--- config.mk ---
export PLATFORM = sky130hd
export DESIGN_NAME = boot_ctrl_flat
export DESIGN_NICKNAME = d
export VERILOG_FILES = /design/src/rtl/boot_pkg.sv /design/src/rtl/boot_ctrl_if.sv /design/src/rtl/boot_ctrl_timeout.sv /design/src/rtl/boot_ctrl.sv /design/src/flat_wrapper.sv
export SDC_FILE = /design/constraint.sdc
export NUM_CORES = 1
export LEC_CHECK = 0
export BUFFER_PORTS_ARGS = -buffer_cell sky130_fd_sc_hd__buf_2
export CAP_MARGIN = 20
export CELL_PAD_IN_SITES_DETAIL_PLACEMENT = 2
export CELL_PAD_IN_SITES_GLOBAL_PLACEMENT = 2
export CORE_MARGIN = 4
export CORE_UTILIZATION = 25
export CTS_CLUSTER_SIZE = 40
export DETAILED_ROUTE_END_ITERATION = 6
export PLACE_DENSITY = 0.62
export SETUP_SLACK_MARGIN = 0.02
export SLEW_MARGIN = 15
export SYNTH_ARGS = -nofsm -noshare
export SYNTH_HDL_FRONTEND = slang
export SYNTH_HIERARCHICAL = 1
export SYNTH_SLANG_ARGS = --single-unit
export TNS_END_PERCENT = 100
--- constraint.sdc ---
create_clock -name clk -period 4.67 [get_ports clk]
set_input_delay 0.467 -clock clk [delete_from_list [all_inputs] [get_ports clk]]
set_output_delay 0.467 -clock clk [all_outputs]
set_load 0.05 [all_outputs]
--- src/rtl/boot_pkg.sv ---
// Shared constants and state encoding for the UART boot loader.
package boot_pkg;

  localparam logic [7:0] SYNC = 8'h55;
  localparam logic [7:0] ACK  = 8'h06;
  localparam logic [7:0] NAK  = 8'h15;

  typedef enum logic [2:0] {
    S_PROMPT = 3'd0,
    S_SYNC   = 3'd1,
    S_LEN_HI = 3'd2,
    S_LEN_LO = 3'd3,
    S_DATA   = 3'd4,
    S_CSUM   = 3'd5,
    S_REPLY  = 3'd6,
    S_RUN    = 3'd7
  } state_t;

  // Keep only the length bits that can address the RAM.
  function automatic logic [15:0] len_mask(input logic [15:0] len, input int unsigned aw);
    logic [15:0] m;
    m = 16'hFFFF;
    if (aw < 16) m = (16'h1 << aw) - 16'h1;
    return len & m;
  endfunction

endpackage

--- src/rtl/boot_ctrl_if.sv ---
// Bundle of UART byte, RAM write and CPU control signals around boot_ctrl.
//
// Handshakes: rx_valid is a one-cycle strobe that qualifies rx_data; there is
// no back-pressure, a byte offered while the loader cannot take it is lost.
// tx_start is a one-cycle strobe that qualifies tx_data and is only raised
// after a cycle in which tx_busy was low; tx_busy is a level from the UART.
// ram_we qualifies ram_addr/ram_wdata for exactly the cycle it is high.
interface boot_ctrl_if #(
  parameter int ADDR_W = 16
);
  import boot_pkg::*;

  logic [7:0]        rx_data;
  logic              rx_valid;
  logic [7:0]        tx_data;
  logic              tx_start;
  logic              tx_busy;
  logic              boot_req;
  logic              cpu_we;
  logic [ADDR_W-1:0] cpu_addr;
  logic [7:0]        cpu_wdata;
  logic              ram_we;
  logic [ADDR_W-1:0] ram_addr;
  logic [7:0]        ram_wdata;
  logic              cpu_rst_n;
  logic              loading;
  logic              err;
  state_t            state;     // debug view of the loader FSM

  modport slave (
    input  rx_data, rx_valid, tx_busy, boot_req, cpu_we, cpu_addr, cpu_wdata,
    output tx_data, tx_start, ram_we, ram_addr, ram_wdata, cpu_rst_n, loading,
           err, state
  );

  modport master (
    output rx_data, rx_valid, tx_busy, boot_req, cpu_we, cpu_addr, cpu_wdata,
    input  tx_data, tx_start, ram_we, ram_addr, ram_wdata, cpu_rst_n, loading,
           err, state
  );

endinterface

--- src/rtl/boot_ctrl_timeout.sv ---
// Inter-byte idle counter; flags expiry after TIMEOUT_CYC enabled cycles.
module boot_timeout #(
  parameter int TIMEOUT_CYC = 1000000
) (
  input  logic clk,
  input  logic rst_n,
  input  logic clr_i,
  input  logic en_i,
  output logic expired_o
);
  localparam int TW = $clog2(TIMEOUT_CYC + 1);

  logic [TW-1:0] timer_q, timer_d;

  // Clear wins over counting so a byte arriving on the last cycle still counts.
  always_comb begin
    timer_d = timer_q;
    if (clr_i)     timer_d = '0;
    else if (en_i) timer_d = timer_q + TW'(1);
  end

  // Counter register.
  always_ff @(posedge clk or negedge rst_n) begin
    if (!rst_n) timer_q <= '0;
    else        timer_q <= timer_d;
  end

  assign expired_o = en_i && (timer_q == TW'(TIMEOUT_CYC - 1));

endmodule

--- src/rtl/boot_ctrl.sv ---
// UART program loader: receives a framed image into RAM, replies ACK/NAK and
// then hands the RAM write port and CPU reset to the processor.
module boot_ctrl
  import boot_pkg::*;
#(
  parameter int                ADDR_W      = 16,
  parameter logic [ADDR_W-1:0] BASE_ADDR   = '0,
  parameter int                TIMEOUT_CYC = 1000000,
  parameter logic [7:0]        PROMPT      = 8'h3E
) (
  input  logic       clk,
  input  logic       rst_n,
  boot_ctrl_if.slave bus
);

  state_t            state_q;
  logic              tx_start_q;
  logic [7:0]        tx_data_q;
  logic              ram_we_q;
  logic [ADDR_W-1:0] ram_addr_q;
  logic [7:0]        ram_wdata_q;
  logic              cpu_rst_n_q;
  logic              err_q;
  logic              ack_q;
  logic [15:0]       len_q;
  logic [15:0]       count_q;
  logic [7:0]        csum_q;

  logic              in_frame;
  logic              expired;
  logic              run;
  logic [15:0]       count_inc;

  // Only the in-frame states are subject to the inter-byte timeout.
  assign in_frame  = (state_q == S_LEN_HI) || (state_q == S_LEN_LO) ||
                     (state_q == S_DATA)   || (state_q == S_CSUM);
  assign run       = (state_q == S_RUN);
  assign count_inc = count_q + 16'd1;

  boot_timeout #(
    .TIMEOUT_CYC(TIMEOUT_CYC)
  ) u_timeout (
    .clk       (clk),
    .rst_n     (rst_n),
    .clr_i     (bus.rx_valid || !in_frame),
    .en_i      (in_frame),
    .expired_o (expired)
  );

  // Loader FSM with all datapath registers and registered outputs.
  always_ff @(posedge clk or negedge rst_n) begin
    if (!rst_n) begin
      state_q     <= S_PROMPT;
      tx_start_q  <= 1'b0;
      tx_data_q   <= 8'h00;
      ram_we_q    <= 1'b0;
      ram_addr_q  <= '0;
      ram_wdata_q <= 8'h00;
      cpu_rst_n_q <= 1'b0;
      err_q       <= 1'b0;
      ack_q       <= 1'b0;
      len_q       <= 16'h0000;
      count_q     <= 16'h0000;
      csum_q      <= 8'h00;
    end else begin
      tx_start_q <= 1'b0;
      ram_we_q   <= 1'b0;
      case (state_q)
        S_PROMPT: begin
          if (!bus.tx_busy) begin
            tx_start_q <= 1'b1;
            tx_data_q  <= PROMPT;
            state_q    <= S_SYNC;
          end
        end
        S_SYNC: begin
          if (bus.rx_valid && (bus.rx_data == SYNC)) state_q <= S_LEN_HI;
        end
        S_LEN_HI: begin
          if (bus.rx_valid) begin
            len_q[15:8] <= bus.rx_data;
            state_q     <= S_LEN_LO;
          end else if (expired) begin
            ack_q   <= 1'b0;
            state_q <= S_REPLY;
          end
        end
        S_LEN_LO: begin
          if (bus.rx_valid) begin
            len_q[7:0] <= bus.rx_data;
            count_q    <= 16'h0000;
            csum_q     <= 8'h00;
            if (len_mask({len_q[15:8], bus.rx_data}, ADDR_W) == 16'h0000) state_q <= S_CSUM;
            else                                                          state_q <= S_DATA;
          end else if (expired) begin
            ack_q   <= 1'b0;
            state_q <= S_REPLY;
          end
        end
        S_DATA: begin
          if (bus.rx_valid) begin
            ram_we_q    <= 1'b1;
            ram_addr_q  <= BASE_ADDR + ADDR_W'(count_q);
            ram_wdata_q <= bus.rx_data;
            csum_q      <= csum_q + bus.rx_data;
            count_q     <= count_inc;
            if (count_inc == len_mask(len_q, ADDR_W)) state_q <= S_CSUM;
          end else if (expired) begin
            ack_q   <= 1'b0;
            state_q <= S_REPLY;
          end
        end
        S_CSUM: begin
          if (bus.rx_valid) begin
            ack_q   <= (bus.rx_data == csum_q);
            state_q <= S_REPLY;
          end else if (expired) begin
            ack_q   <= 1'b0;
            state_q <= S_REPLY;
          end
        end
        S_REPLY: begin
          if (!bus.tx_busy) begin
            tx_start_q <= 1'b1;
            tx_data_q  <= ack_q ? ACK : NAK;
            err_q      <= !ack_q;
            state_q    <= ack_q ? S_RUN : S_SYNC;
          end
        end
        S_RUN: begin
          if (bus.boot_req) begin
            cpu_rst_n_q <= 1'b0;
            state_q     <= S_PROMPT;
          end else begin
            cpu_rst_n_q <= 1'b1;
          end
        end
        default: state_q <= S_PROMPT;
      endcase
    end
  end

  // RAM port owner follows the registered state, so ownership only changes
  // on a clock edge and no single write is split between owners.
  assign bus.ram_we    = run ? bus.cpu_we    : ram_we_q;
  assign bus.ram_addr  = run ? bus.cpu_addr  : ram_addr_q;
  assign bus.ram_wdata = run ? bus.cpu_wdata : ram_wdata_q;

  assign bus.tx_start  = tx_start_q;
  assign bus.tx_data   = tx_data_q;
  assign bus.cpu_rst_n = cpu_rst_n_q;
  assign bus.err       = err_q;
  assign bus.loading   = !run;
  assign bus.state     = state_q;

endmodule

--- src/flat_wrapper.sv ---
// flat-port wrapper written by rule: the top's interface ports become plain ports
module boot_ctrl_flat import boot_pkg::*;
#(
  parameter int                ADDR_W      = 16,
  parameter logic [ADDR_W-1:0] BASE_ADDR   = '0,
  parameter int                TIMEOUT_CYC = 1000000,
  parameter logic [7:0]        PROMPT      = 8'h3E
)
  (clk, rst_n, bus_rx_data, bus_rx_valid, bus_tx_busy, bus_boot_req, bus_cpu_we, bus_cpu_addr, bus_cpu_wdata, bus_tx_data, bus_tx_start, bus_ram_we, bus_ram_addr, bus_ram_wdata, bus_cpu_rst_n, bus_loading, bus_err, bus_state);
  boot_ctrl_if #(.ADDR_W(ADDR_W)) bus_i ();
  input  logic clk;
  input  logic rst_n;
  input wire logic [$bits(bus_i.rx_data)-1:0] bus_rx_data;
  input wire logic [$bits(bus_i.rx_valid)-1:0] bus_rx_valid;
  input wire logic [$bits(bus_i.tx_busy)-1:0] bus_tx_busy;
  input wire logic [$bits(bus_i.boot_req)-1:0] bus_boot_req;
  input wire logic [$bits(bus_i.cpu_we)-1:0] bus_cpu_we;
  input wire logic [$bits(bus_i.cpu_addr)-1:0] bus_cpu_addr;
  input wire logic [$bits(bus_i.cpu_wdata)-1:0] bus_cpu_wdata;
  output wire logic [$bits(bus_i.tx_data)-1:0] bus_tx_data;
  output wire logic [$bits(bus_i.tx_start)-1:0] bus_tx_start;
  output wire logic [$bits(bus_i.ram_we)-1:0] bus_ram_we;
  output wire logic [$bits(bus_i.ram_addr)-1:0] bus_ram_addr;
  output wire logic [$bits(bus_i.ram_wdata)-1:0] bus_ram_wdata;
  output wire logic [$bits(bus_i.cpu_rst_n)-1:0] bus_cpu_rst_n;
  output wire logic [$bits(bus_i.loading)-1:0] bus_loading;
  output wire logic [$bits(bus_i.err)-1:0] bus_err;
  output wire logic [$bits(bus_i.state)-1:0] bus_state;
  assign bus_i.rx_data = bus_rx_data;
  assign bus_i.rx_valid = bus_rx_valid;
  assign bus_i.tx_busy = bus_tx_busy;
  assign bus_i.boot_req = bus_boot_req;
  assign bus_i.cpu_we = bus_cpu_we;
  assign bus_i.cpu_addr = bus_cpu_addr;
  assign bus_i.cpu_wdata = bus_cpu_wdata;
  assign bus_tx_data = bus_i.tx_data;
  assign bus_tx_start = bus_i.tx_start;
  assign bus_ram_we = bus_i.ram_we;
  assign bus_ram_addr = bus_i.ram_addr;
  assign bus_ram_wdata = bus_i.ram_wdata;
  assign bus_cpu_rst_n = bus_i.cpu_rst_n;
  assign bus_loading = bus_i.loading;
  assign bus_err = bus_i.err;
  assign bus_state = bus_i.state;
  boot_ctrl #(.ADDR_W(ADDR_W), .BASE_ADDR(BASE_ADDR), .TIMEOUT_CYC(TIMEOUT_CYC), .PROMPT(PROMPT)) u_core (.clk(clk), .rst_n(rst_n), .bus(bus_i));
endmodule
# After elaboration in Yosys (flattened, before gate mapping)
# Cells that the tools add are included.
# Widths: inputs -> output; s select.
[totals]
word_cells = 99
regBits = 100
out_inout_bits = 40
inputBits = 38
[classes]
n_eq_ne = 19
bitwise_logic = 1
n_addsub = 3
muxes = 37
reduce_logical = 25
[op_table]
columns = ["cell", "n"]
rows = [
  ["$mux 16", 3],
  ["$mux 20", 2],
  ["$mux 8", 5],
  ["$mux 3", 11],
  ["$pmux 16 s2", 1],
  ["$pmux 8 s2", 2],
  ["$pmux 3 s8", 1],
  ["$add 20x1->20 const B", 1],
  ["$eq 20x20->1 const B", 1],
  ["$add 16x1->16 const B", 1],
  ["$eq 16x16->1", 1],
  ["$logic_not 16->1", 1],
  ["$eq 3x3->1 const B", 4],
  ["$ne 2x2->1 const B", 6],
  ["$mux 1", 10],
  ["$reduce_and 2->1", 5],
  ["$add 8x8->8", 1],
  ["$eq 8x7->1 const B", 1],
  ["$eq 8x8->1", 1],
  ["$reduce_bool 2->1", 4],
  ["$eq 3x2->1 const B", 2],
  ["$reduce_and 3->1", 2],
  ["$mux 5", 1],
  ["$reduce_and 5->1", 1],
  ["other kinds (11)", 17],
]

# Depth between registers and ports, before layout
[logic_depth]
depth_word = 8
mapped_depth = 13
ltp_nobuf = 12

# Cells and area by module
# Netlist, hierarchy kept.
[by_module_without_submodules]
columns = ["module", "seq_area_each_um2", "n_inst", "cells_per_inst", "area_per_inst_um2"]
rows = [
  ["boot_ctrl", 1926.8, 1, 494, 4569.4],
  ["boot_timeout", 500.5, 1, 111, 1064.8],
]

# Worst setup path after synthesis
# No wires, ideal clock.
[synth_timing]
path_kind = "register -> output"
from = "register u_core.state_q[0], in the netlist u_core/bus.state[0]"
to = "output bus_ram_wdata[0]"
slack_ns = 1.993
arrival_ns = 2.210
stages_incl_launch_ff = 4
path_buffers = 1
cell_sequence = "dfrtp_1 nand3_1 clkbuf_1 mux2_2"
[synth_between]
elab_chain_cells = 2
[synth_rtl]
columns = ["item", "line", "rtl"]
rows = [
  ["start: declaration", "boot_ctrl.sv:16", "state_t state_q;"],
  ["start signal: assignment", "boot_ctrl.sv:127", "state_q <= ack_q ? S_RUN : S_SYNC;"],
  ["$eq 3x3->1", "boot_ctrl.sv:37", "assign run = (state_q == S_RUN);"],
  ["$mux 8", "boot_ctrl.sv:147", "assign bus.ram_wdata = run ? bus.cpu_wdata : ram_wdata_q;"],
  ["end: declaration", "flat_wrapper.sv:24", "output wire logic [$bits(bus_i.ram_wdata)-1:0] bus_ram_wdata;"],
]
# Every way passes these cells.

# Worst setup path after layout
[layout_timing]
from = "register u_core.state_q[2], in the netlist u_core/bus.state[2]"
to = "register u_core.state_q[1], in the netlist u_core/bus.state[1]"
[layout_between]
elab_chain_cells = 8
elab_cells_between_ends = 24
classes_between = "12 x eq/ne; 6 x mux; 6 x reduce/logical"
[layout_rtl]
columns = ["item", "line", "rtl"]
rows = [
  ["$eq 3x2->1", "boot_ctrl.sv:35", "assign in_frame = (state_q == S_LEN_HI) || (state_q == S_LEN_LO) ||"],
  ["$logic_or 1x1->1 (2 in a row)", "boot_ctrl.sv:35", ""],
  ["$logic_or 1x1->1 *", "boot_ctrl.sv:36", "(state_q == S_DATA) || (state_q == S_CSUM);"],
  ["via u_core.in_frame", "boot_ctrl.sv:29", "logic in_frame;"],
  ["$logic_and 1x1->1 *", "boot_ctrl_timeout.sv:28", "assign expired_o = en_i && (timer_q == TW'(TIMEOUT_CYC - 1));"],
  ["via u_core.expired", "boot_ctrl.sv:30", "logic expired;"],
  ["$mux 3 *", "n/a", ""],
  ["$mux 3 (on tied branches)", "n/a", ""],
  ["$pmux 3 s8 *", "boot_ctrl.sv:68", "case (state_q)"],
]
# Mark *: on every way through the listed nets, which the timed path passes. The rest lies on a longest branch.
# A chain may end at the register's enable or synchronous reset.

==> flow_summary.toml <==
[cts]
clk_path_buf_depth = 2
cts_resized = 0
path_clk_slew_ns = 0.07
clock_sinks = 97
clock_latency_ns = 0.34
cts_tree = "yes"
clockRootBuffer = "clkbuf_16"
post_cts_buffers = 0
numCtsBuffers = 9
cts.htree.levels = 3
cts_hold_buf = 0

[layout]
nets = 704
diodes = 0
area_growth_pct = 15.2
layout-drive-gt1-share_pct = 23.1

[synth]
yosysTopAreaCell = "dfrtp_1"
synth_common_cells = "105 x nand2_1, 97 x dfrtp_1, 43 x mux2_2"
yosys-top-cells-area = "dfrtp_1 43%, mux2_2 8.6%, nand2_1 7.0%"
yosysWarnings = 6
synth_area_sq_mm = 0.00563
avgSynthCellArea_sq_um = 9.31
synth_top_area_share_pct = 43.1
synth_cell_type_count = 63
syn_inst = 605
ys.flop_type = "dfrtp_1"
async_reset_ff_share_pct = 100
yosysMostFrequentCell = "nand2_1"
synth-seq-cells = 97
ys_seq_area_share_pct = 43.1
synth_edf_count = 0

[route]
vias = 4780
drt-vias-per-instance = 5.08
drt.antenna.violating_nets = 0
wl_met2_um = 8150
wl_met1_um = 8330
dr.first_iter.drc_count = 133
topRoutingLayerUsed = "met4"
firstDrtPassIters = 4
wl_um = 17200
wl_met3_um = 550
wl_per_cell_um = 18.3
drc_errors = 0

[critical_path]
path_cells = "nand2_1 -> nand2_1 -> nand3_1 -> nor2_1 -> nand3_1 -> nor3_1 -> nor2_1 -> a21o_1 -> o21ai_0 -> a22oi_1 -> a21oi_1"
regToRegSetupSlack_ns = 1.18
critPathMaxStageDelay_ns = 0.82
cp_max_fo = 25
arrival_ns = 3.76
crit_type = "reg2reg"
cp_slowest_cell = "dfrtp_1"
end_kind = "flip-flop"
crit_path_start_kind = "flip-flop"
required_ns = 4.93

[timing]
finalCritPeriodShare_pct = 74.8
min_period_ns = 3.49
fin_skew_ns = 0.00629
maxSlewHeadroom_pct = 35.4
hold_viol_final = 0
rsz0062_at_grt = "no"
fmax_ghz = 0.286
fin_tns_setup_ns = 0
tightest_slew_ns = 0.967
whs_ns = 0.227
setup_violations = 0
slew_viol_final = 0

[place]
portBuffers = 75
dpl.hpwl_um = 12200
gp_routability_congestion = 0.778

[die]
io_pins = 78
start_util_pct = 25.6
die_w_um = 158
die_h_um = 158
num_rows = 54
core-area_sq_mm = 0.0220
dieArea_sq_mm = 0.0250

[power]
irDropWorstVdd_mv = 0.173
power_density_mw_per_mm2 = 542
p_leak_nw = 2.87

[grt]
grt_pass1_vias = 5164
antenna_found_initial = 0
grt_max_degree = 62
gr-usage-all-layers_pct = 14.2
grt_pass1_wl_um = 28200
grt_overflow = 0

[worst_hold_path]
worst_hold_path_type = "in2async"

[outcome]
status = "complete, no violations"

[run]
max_cap_viol_count = 0
==> critical path: cells and delay by family, from the launching register on <==
family	cells	cell delay (ns)
flip-flops	1	0.82
AND/OR/NAND/NOR	7	1.90
AO/OA/AOI/OAI	4	0.66
==> state kept, by name, summed over array words and instances (netlist names) <==
name / flops
u_core/len_q: 16
u_core/count_q: 16
u_core/ram_wdata_q: 8
u_core/u_timeout/timer_q: 20
u_core/bus.cpu_rst_n: 1
u_core/bus.state: 3
u_core/csum_q: 8
u_core/ram_addr_q: 16
u_core/ack_q: 1
u_core/bus.tx_start: 1
u_core/ram_we_q: 1
u_core/bus.err: 1
u_core/bus.tx_data: 5
==> metrics by stage <==
stage	util, %	area [sq um]	power (W)	setup slack (ns)	std cells
after floorplan	-	5640	0.00237	1.99	606
after global placement	28.1	6180	0.00270	1.40	925
after detailed placement	28.1	6180	0.00275	1.19	925
after CTS	29.5	6490	0.00358	1.16	941
after global routing	29.5	6490	0.00378	0.795	941
final	29.5	6490	0.00352	1.18	941
==> final timing paths <==
path,startpoint,endpoint,depth (start not counted)
min,rst_n,u_core/ram_addr_q[8],1
min reg2reg,u_core/ram_addr_q[13],u_core/ram_addr_q[13],2
min in group clk,bus_boot_req,u_core/bus.cpu_rst_n,2
max in group asynchronous,rst_n,u_core/u_timeout/timer_q[6],2
max reg2reg,u_core/bus.state[2],u_core/bus.state[1],11
max,u_core/bus.state[2],u_core/bus.state[1],11
==> kinds of logic after synthesis <==
group	synth area share [%]
flip-flops	43.1
AO/OA/AOI/OAI	14.6
other	0.0666
multiplexers	8.95
adder cells (fa/ha/maj)	2.35
AND/OR/NAND/NOR	21.4
buffers and inverters	4.60
XOR/XNOR	4.97
==> power breakdown <==
part | switching, W | leakage (nW) | internal [W]
logic | 0.000941 | 1.45 | 0.000501
registers | 0.000255 | 1.27 | 0.00103
clock network | 0.000323 | 0.152 | 0.000467
==> layout by cell type, fill, tap and decap left out, types with 14 or more instances in the layout <==
cell type,Yosys,routed
nand2_1,105,105
dfrtp_1,97,97
nor2_1,37,37
nor3_1,14,14
xnor2_1,19,19
mux2_2,43,43
o31ai_1,14,14
a21oi_1,30,30
nand3_1,24,23
buf_2,3,74
o21ai_0,39,39
==> routing by layer <==
| metal | track usage, % | vias to the layer above |
|---|---|---|
| met4 | 3.57 | 0 |
| met5 | 0 | - |
| met2 | 23.9 | 74 |
| li1 | - | 2260 |
| met1 | 19.2 | 2435 |
| met3 | 2.08 | 11 |
==> cell type report <==
| type | count | area, sq um |
|---|---|---|
| multi-input cells | 457 | 2960 |
| clock inverters | 6 | 82.6 |
| repair buffers | 77 | 393 |
| flip-flops and latches | 97 | 2430 |
| well taps | 280 | 350 |
| clock buffers | 10 | 229 |
| inverters | 14 | 52.6 |
| fillers | 2503 | 15500 |
(Power assumes the default switching activity.)
